**src/rtl/sseg_scan_driver.sv**
```systemverilog
// Eight-digit common-anode seven-segment scanner with frame-synchronous update and dead time.
// Outputs registered (1-cycle latency); load_ready_out low while an update waits for the frame boundary.
module sseg_scan_driver #(
  parameter int SCAN_DIV    = 25000,
  parameter int DEAD_CYCLES = 64
) (
  input  logic        clk_in,
  input  logic        rst_low_in,
  input  logic [31:0] value_in,
  input  logic [7:0]  dp_in,
  input  logic [7:0]  blank_in,
  input  logic        load_valid_in,
  output logic        load_ready_out,
  output logic        frame_done_out,
  output logic [7:0]  an_out,
  output logic [6:0]  sseg_out,
  output logic        dp_out
);

  localparam int CW = $clog2(SCAN_DIV);
  localparam logic [CW-1:0] CNT_MAX = CW'(SCAN_DIV - 1);
  localparam logic [CW-1:0] DEAD_C  = CW'(DEAD_CYCLES);

  logic [CW-1:0] cnt_q, cnt_d;
  logic [2:0]    dig_q, dig_d;
  logic [31:0]   act_val_q, pend_val_q;
  logic [7:0]    act_dp_q, pend_dp_q;
  logic [7:0]    act_blank_q, pend_blank_q;
  logic          pend_vld_q;
  logic          frame_done_q;
  logic [7:0]    an_q, an_d;
  logic [6:0]    sseg_q, sseg_d;
  logic          dp_q, dp_d;

  logic          last_slot, boundary, xfer, dark;
  logic [3:0]    nib;

  function automatic logic [6:0] glyph(input logic [3:0] n);
    logic [6:0] g;
    case (n)
      4'h0: g = 7'h40;  4'h1: g = 7'h79;  4'h2: g = 7'h24;  4'h3: g = 7'h30;
      4'h4: g = 7'h19;  4'h5: g = 7'h12;  4'h6: g = 7'h02;  4'h7: g = 7'h78;
      4'h8: g = 7'h00;  4'h9: g = 7'h10;  4'hA: g = 7'h08;  4'hB: g = 7'h03;
      4'hC: g = 7'h46;  4'hD: g = 7'h21;  4'hE: g = 7'h06;  default: g = 7'h0E;
    endcase
    return g;
  endfunction

  always_comb begin
    last_slot = (cnt_q == CNT_MAX);
    boundary  = last_slot && (dig_q == 3'd7);
    xfer      = load_valid_in && !pend_vld_q;
    cnt_d     = last_slot ? '0 : cnt_q + CW'(1);
    dig_d     = last_slot ? dig_q + 3'd1 : dig_q;
    nib       = act_val_q[{dig_q, 2'b00} +: 4];
    // Dead time keeps the previous digit's segments from ghosting onto the next anode.
    dark      = (cnt_q < DEAD_C) || act_blank_q[dig_q];
    an_d      = dark ? 8'hFF : ~(8'h01 << dig_q);
    sseg_d    = dark ? 7'h7F : glyph(nib);
    dp_d      = dark ? 1'b1  : ~act_dp_q[dig_q];
  end

  always_ff @(posedge clk_in or negedge rst_low_in) begin
    if (!rst_low_in) begin
      cnt_q        <= '0;
      dig_q        <= '0;
      act_val_q    <= '0;
      act_dp_q     <= '0;
      act_blank_q  <= 8'hFF;
      pend_val_q   <= '0;
      pend_dp_q    <= '0;
      pend_blank_q <= 8'hFF;
      pend_vld_q   <= 1'b0;
      frame_done_q <= 1'b0;
      an_q         <= 8'hFF;
      sseg_q       <= 7'h7F;
      dp_q         <= 1'b1;
    end else begin
      cnt_q        <= cnt_d;
      dig_q        <= dig_d;
      frame_done_q <= boundary;
      an_q         <= an_d;
      sseg_q       <= sseg_d;
      dp_q         <= dp_d;
      if (boundary) begin
        // A load landing on the boundary bypasses the pending set entirely.
        if (xfer) begin
          act_val_q   <= value_in;
          act_dp_q    <= dp_in;
          act_blank_q <= blank_in;
        end else if (pend_vld_q) begin
          act_val_q   <= pend_val_q;
          act_dp_q    <= pend_dp_q;
          act_blank_q <= pend_blank_q;
          pend_vld_q  <= 1'b0;
        end
      end else if (xfer) begin
        pend_val_q   <= value_in;
        pend_dp_q    <= dp_in;
        pend_blank_q <= blank_in;
        pend_vld_q   <= 1'b1;
      end
    end
  end

  assign load_ready_out = !pend_vld_q;
  assign frame_done_out = frame_done_q;
  assign an_out         = an_q;
  assign sseg_out       = sseg_q;
  assign dp_out         = dp_q;

endmodule

```
**config.mk**
```make
export PLATFORM = sky130hd
export DESIGN_NAME = sseg_scan_driver
export DESIGN_NICKNAME = d
export VERILOG_FILES = /design/src/rtl/sseg_scan_driver.sv
export SDC_FILE = /design/constraint.sdc
export NUM_CORES = 1
export LEC_CHECK = 0
export BUFFER_PORTS_ARGS = -buffer_cell sky130_fd_sc_hd__buf_2
export CAP_MARGIN = 20
export CORE_ASPECT_RATIO = 1.1
export CORE_MARGIN = 3
export CORE_UTILIZATION = 45
export CTS_CLUSTER_SIZE = 40
export DETAILED_ROUTE_END_ITERATION = 10
export GPL_TIMING_DRIVEN = 0
export PLACE_DENSITY = 0.6
export SLEW_MARGIN = 5
export SYNTH_ARGS = -nofsm -noshare
export SYNTH_HDL_FRONTEND = slang
export SYNTH_SLANG_ARGS = --single-unit
```
**constraint.sdc**
```tcl
create_clock -name clk_in -period 7.1 [get_ports clk_in]
set_input_delay 0.355 -clock clk_in [delete_from_list [all_inputs] [get_ports clk_in]]
set_output_delay 0.355 -clock clk_in [all_outputs]
set_load 0.1 [all_outputs]
```
# Word-level counts from Yosys, hierarchy flattened
# Memories as Yosys holds them, arrays and structs flattened.
# Index checks and enable logic that the tools add are counted.
# op_classes
magnitude_cmp	2
muxes	17
n_eq_ne	3
n_addsub	2
reduce_logical	9
shift	2
n_bitwise	3
# op_table
operator	count
32-bit 2-to-1 mux	2
8-bit 2-to-1 mux	5
32-bit by 6-bit variable part select with 4-bit output	1
15-bit by 1-bit adder with 15-bit output (second input constant)	1
15-bit == test (second input constant)	1
15-bit by 7-bit < comparator with 1-bit output (second input constant)	1
15-bit 2-to-1 mux	1
8-bit inverter	1
1-bit by 3-bit left shift with 8-bit output (first input constant)	1
7-bit 2-to-1 mux	1
1-bit binary-select mux with 3-bit select	2
1-bit 2-to-1 mux	6
2-bit AND reduction	3
3-bit by 4-bit < comparator with 1-bit output (second input constant)	1
2-bit nonzero test	2
3-bit by 1-bit adder with 3-bit output (second input constant)	1
3-bit == test (second input constant)	1
1-bit logical AND	2
2-bit inequality test (second input constant)	1
1-bit inverter	2
1-bit zero test	1
1-bit logical OR	1
# word_totals
out_inout_bits	18
regBits	132
rom_bits	112
word_cells	52
inputBits	51
memories	1
# memory_table
memory	words	width	read_ports	rd_clocked_by_memory_dff	write_ports	line_no	text
(name not given)	16	7	1	0	0	40	case (n)

# Logic depth before layout (Yosys ltp)
# depth
word_depth	4
depth_mapped	11
mapped_depth_nobuf	9

# Worst setup path before layout
# No wires, ideal clock.
# synth_timing
path_kind	flip-flop to flip-flop
start	reg pend_vld_q
end	reg pend_val_q[11]
t_arrival_ns	3.037
setup_time_ns	0.125
path_buffers	4
slack_ns	3.938
synth_period_minus_slack_ns	3.162
t_required_ns	6.975
stages_incl_launch_ff	10
cell_sequence	dfrtp_1 > inv_1 > nand2_1 > buf_2 > buf_1 > inv_1 > ha_1 > clkbuf_1 > clkbuf_1 > mux2_2
# synth_between
elab_chain_len	3
# synth_lines
item	line_no	text
from (decl)	29	logic pend_vld_q;
from (signal assigned)	73	pend_vld_q <= 1'b0;
from (signal assigned)	95	pend_vld_q <= 1'b0;
from (signal assigned)	101	pend_vld_q <= 1'b1;
1-bit zero test	n/a	
net load_ready_out	13	output logic load_ready_out,
1-bit logical AND	52	xfer = load_valid_in && !pend_vld_q;
2-bit AND reduction (no line)	n/a	
to (signal assigned)	98	pend_val_q <= value_in;
to (decl)	26	logic [31:0] act_val_q, pend_val_q;
# The timed path passes the listed nets, and every way through them passes these cells.
# A chain may end at the register's enable or synchronous reset.

# Worst setup path after layout
# layout_timing
start	reg pend_vld_q
end	reg pend_val_q[19]
# layout_between
elab_chain_len	3
# layout_lines
item	line_no
1-bit zero test	52
1-bit logical AND	52
2-bit AND reduction (no line)	n/a
# No other way between the ends.

==> impl_metrics.ini <==
[floorplanning]
dieWidth_um = 116.9
ios = 69
std_cell_rows = 43
dieArea_mm2 = 0.01496
core_mm2 = 0.01291
die_h_um = 128.0
start_util_pct = 47.14

[cts]
htreeDepth = 4
cts_hold_buf = 1
clock_sinks = 132
cts_buffers = 17
cts_resized = 0
cts_root_buffer = clkbuf_16
cts_tree = built
clock_path_buffers = 2
path_clk_slew_ns = 0.06
post_cts_buffers = 0
clk_latency_ns = 0.42

[critical_path]
path_class = register to register
cp_max_fo = 10
worst_ep_required_time_ns = 7.40
r2r_slack_ns = 3.88
r2r-start = pend_vld_q
cp-start-kind = register
end_kind = register
arrival_ns = 3.52
crit_start = pend_vld_q

[timing]
clock_skew_ns = 0.01421
maxSlewHeadroom_pct = 49.71
min_period_over_period_pct = 45.40
fin_tns_setup_ns = 0
rsz0062_at_grt = no
worst_slew_pin_slew_ns = 0.7543
max_freq_mhz = 310.2
setup_viol = 0
drv_slew = 0
fin_ws_ns = 3.877
hold_viol_final = 0
finalCriticalPeriod_ns = 3.223

[place]
dp_hpwl_um = 8773
portBuffers = 68
gp_congestion = 0.8532
post-place-cells = 725
placed_area_mm2 = 0.006658
pre_cts_ws_ns = 3.829

[cells_and_area]
layout_commonest_cell = dfrtp_1
layout-drive-gt1-share_pct = 35.44
n_antenna_cell = 0
multiInputGateArea_mm2 = 0.002552
final_cells = 758
seqCellArea_mm2 = 0.003343
nets = 652
n_fill_cell = 1129
stdcell_area_mm2 = 0.007232
final_cell_mix = 100 x dfrtp_1, 79 x buf_2, 63 x nor2_1
area_growth_pct = 18.81

[grt]
grt_max_degree = 99
antenna_found_initial = 0
first_global_vias = 4129
grt_usage_pct = 17.96
overflow = 0
grt_first_pass_wirelength_um = 20690

[synth]
yosys_most_used_dff = dfrtp_1
synth-seq-cells = 132
synth-seq-area-share_pct = 54.92
ys.warnings.count = 0
netlist_area_mm2 = 0.006087
synth.avg_cell_area_um2 = 12.20
synthesis.nets = 563
synthArstFlopShare_pct = 100.0
synth_cell_types = 42
syn-instance-count = 499
synth-edff-count = 0

[outcome]
status = completed

[detailed_routing]
drt-initial-drc-count = 187
viasPerCell = 5.269
vias = 3994
routedWlPerCell_um = 16.04
drc = 0
postRouteWirelength_um = 12160
first_pass_iters = 5
ant_nets = 0

[pwr]
power.leakage_uw = 0.003512
powerDensity_mw_per_mm2 = 272.6
fin_total_pwr_uw = 1972
max-vdd-ir-drop_v = 0.0001226

[min_path]
min_from = value_in[27]
hp-class = primary input to register

[run]
max-cap-violations = 0
## logic make-up (layout without fill, tap and decap cells)
group	after synthesis	after routing	share of synthesized area, %
muxes	115	115	22.26
xor gates and xnor gates	13	13	1.871
adders and majority gates	13	13	2.672
DFF	132	132	54.92
and+or+nand+nor	119	119	8.674
buffers and inverters	37	139	3.145
AOI/OAI and AO/OA	70	70	6.455
## area by class of cell
| cell class | count | share of cell area (%) |
|---|---|---|
| Multi-Input combinational cell | 330 | 35.29 |
| Inverter | 9 | 0.4671 |
| Clock inverter | 4 | 0.6574 |
| Sequential cell | 132 | 46.23 |
| Tap cell | 157 | 2.716 |
| Timing Repair Buffer | 70 | 5.311 |
| Buffer | 28 | 2.180 |
| Clock buffer | 28 | 7.145 |
## routing by layer
layer / GRT usage [%] / routed length, um / up-vias
met2: 28.05 / 5891 / 93
met4: 7.152 / 160 / 0
met3: 4.108 / 474 / 13
met5: 0 / 0 / -
li1: - / - / 1927
met1: 24.25 / 5636 / 1961
## registers in the layout, indices dropped and copies added (netlist names)
name	count
act_blank_q	8
act_dp_q	8
act_val_q	32
an_out	8
cnt_q	15
dig_q	3
dp_out	1
frame_done_out	1
pend_blank_q	8
pend_dp_q	8
pend_val_q	32
pend_vld_q	1
sseg_out	7
## stage by stage
| step | util [%] | hold slack [ns] |
|---|---|---|
| after floorplan | - | 0.05941 |
| after global placement | 51.30 | 0.4444 |
| after detailed placement | 51.56 | 0.2652 |
| after CTS | 56.01 | 0.1704 |
| after global routing | 56.01 | 0.1778 |
| final | 56.01 | 0.1800 |
## power breakdown
| group | leakage (uW) | switching [uW] | internal, uW |
|---|---|---|---|
| Sequential | 0.00162 | 47.5 | 866 |
| Clock | 0.000275 | 301 | 527 |
| Combinational | 0.00161 | 100 | 130 |
## final timing paths
check / to / depth (start not counted)
min in group asynchronous: cnt_q[5] / 2
max in group asynchronous: pend_blank_q[2] / 3
min: pend_val_q[27] / 2
min reg2reg: cnt_q[0] / 1
max: pend_val_q[19] / 9
max reg2reg: pend_val_q[19] / 9
## cell usage after synthesis, types with 9 or more instances
cell type / n / share of area, %
a21oi_1: 52 / 4.3
buf_2: 12 / 0.99
dfrtp_1: 100 / 41
dfstp_2: 32 / 14
ha_1: 13 / 2.7
mux2_2: 53 / 9.8
mux2i_1: 51 / 8.4
mux4_2: 10 / 3.7
nand2_1: 24 / 1.5
nand3_1: 9 / 0.74
nor2_1: 63 / 3.9
## critical path: stages, from the launching register on
cell	delay, ns
dfrtp_1	0.40
inv_1	0.11
nand2_1	0.14
buf_2	0.25
buf_1	0.35
inv_1	0.13
ha_1	0.25
clkbuf_1	0.55
clkbuf_1	0.52
mux2_2	0.40
No activity file was read; power rests on OpenSTA's default activity.
